[src/rtl/ysyx22041405_pipe_reg_hs.sv]
// Valid/ready pipeline register with optional skid entry; 1-cycle latency, 1 payload/cycle.
// Backpressure: SKID=0 passes out_ready combinationally to in_ready; SKID=1 registers in_ready as !skid_full.
module ysyx22041405_pipe_reg_hs #(
    parameter int unsigned      WIDTH      = 32,
    parameter int unsigned      SKID       = 1,
    parameter logic [WIDTH-1:0] BUBBLE_VAL = {WIDTH{1'b0}}
) (
    input  logic             clk,
    input  logic             rst,
    input  logic             in_valid,
    output logic             in_ready,
    input  logic [WIDTH-1:0] in_data,
    output logic             out_valid,
    input  logic             out_ready,
    output logic [WIDTH-1:0] out_data,
    input  logic             flush,
    output logic [1:0]       occupancy
);

    typedef enum logic [1:0] {
        ST_EMPTY = 2'd0,
        ST_ONE   = 2'd1,
        ST_TWO   = 2'd2
    } state_e;

    state_e           state_q, state_d;
    logic [WIDTH-1:0] main_q, main_d;
    logic [WIDTH-1:0] skid_q, skid_d;
    logic             rdy_q, rdy_d;
    logic             accept;
    logic             release_w;

    // rdy_q is low through reset; with SKID=0 it only marks "out of reset" since TWO is unreachable.
    if (SKID != 0) begin : g_skid
        assign in_ready = rdy_q;
    end else begin : g_pass
        assign in_ready = rdy_q & (~out_valid | out_ready);
    end

    assign out_valid = (state_q != ST_EMPTY);
    assign out_data  = out_valid ? main_q : BUBBLE_VAL;
    assign occupancy = state_q;
    assign accept    = in_valid & in_ready & ~flush;
    assign release_w = out_valid & out_ready;

    always_comb begin
        state_d = state_q;
        main_d  = main_q;
        skid_d  = skid_q;
        if (flush) begin
            state_d = ST_EMPTY;
        end else begin
            case (state_q)
                ST_EMPTY: begin
                    if (accept) begin
                        main_d  = in_data;
                        state_d = ST_ONE;
                    end
                end
                ST_ONE: begin
                    if (accept && release_w) begin
                        main_d = in_data;
                    end else if (accept) begin
                        skid_d  = in_data;
                        state_d = ST_TWO;
                    end else if (release_w) begin
                        state_d = ST_EMPTY;
                    end
                end
                ST_TWO: begin
                    if (release_w) begin
                        main_d  = skid_q;
                        state_d = ST_ONE;
                    end
                end
                default: state_d = ST_EMPTY;
            endcase
        end
        rdy_d = (state_d != ST_TWO);
    end

    always_ff @(posedge clk) begin
        if (rst) begin
            state_q <= ST_EMPTY;
            rdy_q   <= 1'b0;
        end else begin
            state_q <= state_d;
            rdy_q   <= rdy_d;
        end
    end

    // Payload storage is qualified by state, so it needs no reset.
    always_ff @(posedge clk) begin
        main_q <= main_d;
        skid_q <= skid_d;
    end

endmodule

[config.mk]
export PLATFORM = sky130hd
export DESIGN_NAME = ysyx22041405_pipe_reg_hs
export DESIGN_NICKNAME = d
export VERILOG_FILES = /design/src/rtl/ysyx22041405_pipe_reg_hs.sv
export SDC_FILE = /design/constraint.sdc
export NUM_CORES = 1
export LEC_CHECK = 0
export BUFFER_PORTS_ARGS = -buffer_cell sky130_fd_sc_hd__clkbuf_2
export CORE_MARGIN = 8
export CORE_UTILIZATION = 46
export DETAILED_ROUTE_END_ITERATION = 10
export PLACE_DENSITY = 0.71
export SETUP_SLACK_MARGIN = 0.02
export SYNTH_ARGS = -nofsm -noshare
export SYNTH_HDL_FRONTEND = slang
export SYNTH_SLANG_ARGS = --single-unit
[constraint.sdc]
create_clock -name clk -period 3.7 [get_ports clk]
set_clock_uncertainty 0.2 [all_clocks]
set_input_delay 0.555 -clock clk [delete_from_list [all_inputs] [get_ports clk]]
set_output_delay 0.555 -clock clk [all_outputs]
set_load 0.02 [all_outputs]
======== Word-level counts from Yosys, hierarchy flattened ========
Index checks and enable logic that the tools add are counted.
storage, ports and cells
  input port bits ......................... 37
  output and inout bits ................... 36
  bits in registers ....................... 67
  logic and storage cells ................. 33
cells by class
  mux-type cells .......................... 12
  bitwise gates (word level) .............. 5
  reduce and logical (&&, ||, !) cells .... 6
  equality and inequality tests ........... 6
operators by type and width
  operator                                                               number
  32-bit two-way mux                                                     4
  32-bit one-hot mux with 3 select lines                                 1
  2-bit two-way mux                                                      6
  2-bit != test, second input constant                                   4
  2-bit one-hot mux with 3 select lines                                  1
  5-bit AND reduction                                                    1
  4-bit AND reduction                                                    1
  1-bit bitwise AND                                                      3
  3-bit nonzero test                                                     1
  2-bit by 1-bit equality test with 1-bit output, second input constant  1
  2-bit equality test, second input constant                             1
  2-bit zero test                                                        1
  1-bit NOT                                                              2
  2-bit nonzero test                                                     1
  1-bit logical AND                                                      1

======== Depth between registers and ports, before layout ========
Gate-level depths: netlist (run 1).
  word-level depth ........................ 8
  depth in mapped cells ................... 5
  depth with buffers taken out ............ 3

======== Worst setup path after synthesis (run 1) ========
No wires, ideal clock.
  kind .................................... reg-to-reg
  start ................................... register state_q[1] (netlist: occupancy[1])
  end ..................................... register main_q[0] (enable)
  stages on the path, launching flop included .. 6
  arrival time ............................ 2420 ps
  data required time ...................... 3079 ps
  path slack .............................. 659 ps
  buffers on the path ..................... 2
  path through ............................ dfxtp_1 -> nor2b_2 -> buf_6 -> buf_6 -> a22oi_1 -> nor2_1
between the ends
  word-level cells in the longest chain between the ends .. 5
  elaborated cells between the ends (all ways) .. 11
  classes of those cells .................. eq/ne (5); bitwise (1); reduce/logical (5)
ends and longest elaborated chain
  element                          line  RTL
  from (decl)                      26    state_e state_q, state_d;
  from (signal assigned)           87    state_q <= state_d;
  2-bit nonzero test               40    assign out_valid = (state_q != ST_EMPTY);
  1-bit bitwise AND                44    assign release_w = out_valid & out_ready;
  1-bit logical AND                61    if (accept && release_w) begin
  2-bit != test (no line)          --
  5-bit AND reduction (no line) *  --
  to (signal assigned)             94    main_q <= main_d;
  to (decl)                        27    logic [WIDTH-1:0] main_q, main_d;
Mark *: on every way between the ends. The rest lies on a longest branch, timed or not.
A chain may end at the register's enable or synchronous reset.

======== Worst setup path after layout (run 1) ========
  start ................................... register state_q[0] (netlist: occupancy[0])
  end ..................................... output out_data[2]
between the ends
  word-level cells in the longest chain between the ends .. 2
ends and longest elaborated chain
  element             line  RTL
  2-bit nonzero test  40
  32-bit two-way mux  41    assign out_data = out_valid ? main_q : BUBBLE_VAL;
  to (decl)           15    output logic [WIDTH-1:0] out_data,
No other way between the ends.

==> results of run 1 <==
[per-stage QoR]
| stage | total power, mW | cells | cell area [um^2] |
|---|---|---|---|
| after floorplan | 0.915 | 155 | 2850 |
| after global placement | 0.954 | 298 | 3270 |
| after detailed placement | 0.957 | 298 | 3270 |
| after CTS | 1.60 | 314 | 3470 |
| after global routing | 1.63 | 314 | 3470 |
| final | 1.57 | 314 | 3470 |
[cell type report]
type / count / area, um^2
tap: 75 / 93.8
multi-input combinational: 80 / 805
fill: 469 / 2480
timing repair buffer: 75 / 383
inverter: 1 / 3.75
clock buffer: 10 / 128
clock inverter: 6 / 80.1
sequential: 67 / 1980
[power by group through the flow]
stage          sequential, mW  combinational [mW]  clock, mW
2_1_floorplan           0.865              0.0503          0
3_3_place_gp            0.864              0.0906          0
3_5_place_dp            0.864              0.0931          0
4_1_cts                 0.847              0.0934      0.655
5_1_grt                 0.848               0.100      0.684
6_report                0.847              0.0918      0.632
[layout by cell type, fill, tap and decap left out, drive strengths merged]
master,n
inv,1
clkbuf,82
and3b,1
edfxtp,64
dfxtp,3
and3,1
a22oi,1
a211oi,1
o41ai,1
and2b,22
mux2,32
nor2,4
buf,3
bufinv,2
xnor2,1
nand2,1
nand2b,1
nand3,1
a21oi,1
clkinvlp,1
nor2b,11
nor4,1
clkinv,3
[worst max-delay path, cell delays in order, from the launching register on]
cell	delay, ps
dfxtp_1	380
nor2_2	100
buf_4	290
and2b_1	240
clkbuf_2	160
[worst max-delay path by stage]
| stage | start | endpoint | cells past startpoint |
|---|---|---|---|
| final | occupancy[0] | out_data[2] | 4 |
| after global routing | occupancy[0] | out_data[3] | 4 |
| after CTS | occupancy[0] | out_data[2] | 4 |
| after detailed placement | out_ready | main_q[21] | 4 |
| after global placement | in_valid | main_q[21] | 4 |
| after floorplan | occupancy[1] | main_q[0] | 5 |
[synthesized netlist by cell type]
cell / n
nand2b_1: 1
a211oi_1: 1
xnor2_1: 1
and2b_1: 22
a22oi_1: 1
mux2_2: 6
nor4_2: 1
and3b_1: 1
buf_6: 2
a21oi_1: 1
dfxtp_1: 3
nand2_1: 1
nor2b_1: 10
nor2_1: 4
nor2b_2: 1
buf_12: 2
and3_1: 1
nand3_1: 1
clkbuf_1: 3
edfxtp_1: 64
mux2_4: 26
inv_1: 1
o41ai_1: 1
[sequential cells by signal (all words and copies together) (netlist names)]
| name | count |
|---|---|
| main_q | 32 |
| skid_q | 32 |
| occupancy | 2 |
| in_ready | 1 |
[cell families (layout without fill, tap and decap cells)]
group           after synthesis  in the layout  share of synthesized area [%]
flops                        67             67                           69.6
simple gates                 43             43                           10.3
mux                          32             32                           16.1
buf+inv                       8             92                           2.72
compound gates                4              4                           1.01
xor+xnor                      1              1                          0.307
[per-layer routing]
layer | share of wire [%] | track usage (%) | routed length (um)
met1 | 42 | 13.8 | 2110
met2 | 52 | 19.2 | 2630
met3 | 5.6 | 4.37 | 286
met4 | 0.83 | 6.63 | 42
met5 | 0 | 0 | 0
==> results.sh, run 1 <==
export IMPL_overflow=0
export IMPL_period_needed_ps=2260
export IMPL_switching_share_pct=19.5
export IMPL_pwr_density_cell_nw_per_um2=452
export IMPL_grt_max_degree=36
export IMPL_syn_inst=155
export IMPL_track_usage_pct=12.0
export IMPL_peakVddDrop_mv=0.214
export IMPL_ys_seq_area_share_pct=69.6
export IMPL_clkTransAtPathRegs_ps=70
export IMPL_place_port_buffers=72
export IMPL_slew_headroom_pct=41.0
export IMPL_clk_path_buf_depth=2
export IMPL_worstHoldEndpoint="skid_q[30]"
export IMPL_cts_buffers_inserted=9
export IMPL_wl_mm=5.07
export IMPL_die_width_um=94.7
export IMPL_place_ws_ps=1420
export IMPL_drt_vias_per_instance=4.84
export IMPL_critPathArrivalTime_ps=1510
export IMPL_p_comb_share_pct=5.8
export IMPL_drc_errors=0
export IMPL_grt_antenna_before_repair=0
export IMPL_whs_ps=213
export IMPL_endpoint_kind="output port"
export IMPL_clock_sinks=67
export IMPL_hold_depth=1
export IMPL_coreArea_um2=5960
export IMPL_ant_nets=0
export IMPL_yosysWarnings=0
export IMPL_final_nets=271
export IMPL_synth_area_per_cell_um2=18.4
export IMPL_ios=73
export IMPL_power_leakage_nw=1.44
export IMPL_antennaDiodeCount=0
export IMPL_r2r_start="occupancy[1]"
export IMPL_p_switching_uw=306
export IMPL_cts_hold_buffers=0
export IMPL_reg2reg_setup_slack_ps=1700
export IMPL_rsz0062_at_grt="false"
export IMPL_postLayoutCoreUtil_pct=58.3
export IMPL_clk_latency_ps=330
export IMPL_startpoint_type="register"
export IMPL_grt_first_pass_wirelength_mm=7.98
export IMPL_final_hold_violation_count=0
export IMPL_timing_max_cap_violations=0
export IMPL_initial_utilization_pct=47.8
export IMPL_tns_ps=0
export IMPL_syn_nets=192
export IMPL_cts_max_level=3
export IMPL_setup_viol=0
export IMPL_synth_top_area_share_pct=67.5
export IMPL_critPathKind="reg -> out"
export IMPL_synth_area_um2=2850
export IMPL_dp_hpwl_mm=3.47
export IMPL_maxSlewViolCount=0
export IMPL_vias=1521
export IMPL_dr_pass1_iters=4
export IMPL_synth_area_leader_cell="edfxtp_1"
export IMPL_fmax_mhz=442
export IMPL_row_count=28
export IMPL_drive_gt1_share_pct=51.9
export IMPL_min_path_type="in -> reg"
export IMPL_hold_start="in_data[30]"
export IMPL_status="finished clean"
export IMPL_p_int_mw=1.27
export IMPL_cts_root_buf="clkbuf_8"
export IMPL_die_h_um=94.7
export IMPL_gp_congestion=0.678
export IMPL_postCtsSetupRepairBufs=0
export IMPL_tightestPinTransition_ps=882
export IMPL_cts_resized_gates=0
export IMPL_drt_iter0_markers=82
export IMPL_cp_max_fo=33
export IMPL_r2r_end="main_q[17]"
export IMPL_synth_cell_types=23
export IMPL_area_delta_synth_final_pct=22.0
export IMPL_crit_required_ps=2940
export IMPL_synthTopCellsByArea="edfxtp_1 67%, mux2_4 14%, and2b_1 5.8%"
export IMPL_synth_seq_cells=67
export IMPL_cts_tree="done"
export IMPL_pwr_share_clk_pct=40.2
export IMPL_setup_ws_ps=1440
export IMPL_wire_per_inst_um=16.1
export IMPL_p_seq_share_pct=53.9
export IMPL_dieArea_um2=8970
export IMPL_fin_crit_sh_pct=61.1
export IMPL_reg2regPathDepth=3
export IMPL_grt_pass1_vias=1619
Note: power is estimated with default switching activity, not from simulation.
==> run 2: changes to the inputs <==
Settings changed: PLACE_DENSITY 0.71 to 0.74.
Clock period 3.7 ns to 1.9 ns, I/O delays scaled along.
==> results.sh, run 2 (synthesis gave the netlist of run 1 again) <==
export IMPL_status="finished clean"
export IMPL_path_cells="nor2_4, buf_6, and2b_1, buf_2"
export IMPL_track_usage_pct=14.0
export IMPL_setup_viol=0
export IMPL_layout_common_cells="64 x edfxtp_1, 53 x clkbuf_2, 34 x dlygate4sd3_1, 26 x mux2_4, 22 x and2b_1"
export IMPL_multi_input_area_um2=816
export IMPL_fillers=423
export IMPL_postLayoutCoreUtil_pct=66.8
export IMPL_grt_antenna_before_repair=0
export IMPL_vias=1695
export IMPL_wire_per_inst_um=16.1
export IMPL_tns_ps=0
export IMPL_clk_latency_ps=340
export IMPL_critical_path_startpoint="occupancy[1]"
export IMPL_gp_congestion=0.735
export IMPL_postCtsSetupRepairBufs=0
export IMPL_antennaDiodeCount=0
export IMPL_cp_max_fo=11
export IMPL_final_nets=311
export IMPL_rsz0062_at_grt="true"
export IMPL_cts_buffers_inserted=9
export IMPL_cts_tree="done"
export IMPL_grt_pass1_vias=1929
export IMPL_fin_crit_sh_pct=97.1
export IMPL_coreArea_um2=5960
export IMPL_critPathKind="reg -> out"
export IMPL_area_delta_synth_final_pct=39.7
export IMPL_finalInstanceArea_um2=3980
export IMPL_critPathBufInv=2
export IMPL_crit_slowest_cell="dfxtp_4"
export IMPL_hold_start="flush"
export IMPL_slowest_delay_ps=370
export IMPL_tightestPinTransition_ps=263
export IMPL_placed_area_um2=3350
export IMPL_dr_pass1_iters=4
export IMPL_clk_path_buf_depth=2
export IMPL_drt_vias_per_instance=4.79
export IMPL_slew_headroom_pct=82.4
export IMPL_initial_utilization_pct=47.8
export IMPL_die_width_um=94.7
export IMPL_drt_iter0_markers=43
export IMPL_power_leakage_nw=1.65
export IMPL_startpoint_type="register"
export IMPL_cts_max_level=3
export IMPL_critPathArrivalTime_ps=1360
export IMPL_clkTransAtPathRegs_ps=60
export IMPL_ant_nets=0
export IMPL_wl_mm=5.71
export IMPL_path_delay_family="flip-flops"
export IMPL_maxSlewViolCount=0
export IMPL_layout_commonest_cell="edfxtp_1"
export IMPL_seqCellArea_um2=1990
export IMPL_cts_root_buf="clkbuf_8"
export IMPL_grt_first_pass_wirelength_mm=9.41
export IMPL_endpoint_kind="output port"
export IMPL_die_h_um=94.7
export IMPL_min_path_type="in -> reg"
export IMPL_final_hold_violation_count=0
export IMPL_place_port_buffers=72
export IMPL_overflow=0
export IMPL_drc_errors=0
export IMPL_ios=73
export IMPL_row_count=28
export IMPL_crit_required_ps=1410
export IMPL_dp_hpwl_mm=3.78
export IMPL_timing_max_cap_violations=0
export IMPL_peakVddDrop_mv=0.461
export IMPL_fmax_mhz=542
export IMPL_grt_max_degree=19
export IMPL_pwr_density_cell_nw_per_um2=789
export IMPL_dieArea_um2=8970
export IMPL_total_power_mw=3.14
export IMPL_period_needed_ps=1840
export IMPL_r2r_start="occupancy[1]"
export IMPL_drive_gt1_share_pct=48.0
export IMPL_clock_sinks=67
==> run 2: cell types whose count changed in the layout (fill, tap and decap cells not counted), sizes merged <==
cell | before | now
buf | 3 | 28
dlygate4sd3 | 0 | 34
clkbuf | 82 | 63
==> run 2: metrics by stage <==
step           hold WS [ps]  worst slack, ps  std cells
2_1_floorplan           146             -118        155
6_report               22.9             56.0        354
4_1_cts                13.0             2.55        354
5_1_grt                8.78            -21.4        354
3_3_place_gp            266              255        303
3_5_place_dp            271              220        303
==> run 2: final timing paths <==
path	slack, ps	end	cells after the start
worst min-delay path	20	occupancy[1]	2
worst max-delay path	60	out_data[27]	4
worst max register to register	200	main_q[2]	3
worst min register to register	290	occupancy[0]	1
==> run 2: report_power, final <==
part	total [mW]	switching (mW)	internal, mW
clock network	1.24	0.509	0.728
logic	0.252	0.102	0.151
registers	1.65	0.00711	1.64
total	3.14	0.618	2.52
==> run 2: final cells by class <==
cell class              count  share of cell area (%)
repair buffers            115                    21.9
well taps                  75                    2.36
inverters                   1                  0.0943
clock inverters             6                    2.01
flip-flops and latches     67                    49.9
clock buffers              10                    3.21
multi-input cells          80                    20.5
==> run 2: routing by layer <==
| layer | track usage (%) | part of all wire [%] | up-vias |
|---|---|---|---|
| met5 | 0 | 0 | - |
| met4 | 5.72 | 1.9 | 0 |
| met3 | 5.08 | 5.5 | 11 |
| met2 | 25.1 | 54 | 43 |
| met1 | 14.4 | 38 | 824 |
| li1 | - | - | 817 |
==> run 2: what timing repair did <==
action                                  4_1_cts  5_1_grt
gates cloned                                  1        0
endpoints found under the setup margin       15       25
pin swaps                                     0        0
hold endpoints to repair                     35        0
resized for setup                             5       36
hold buffers                                 34        0
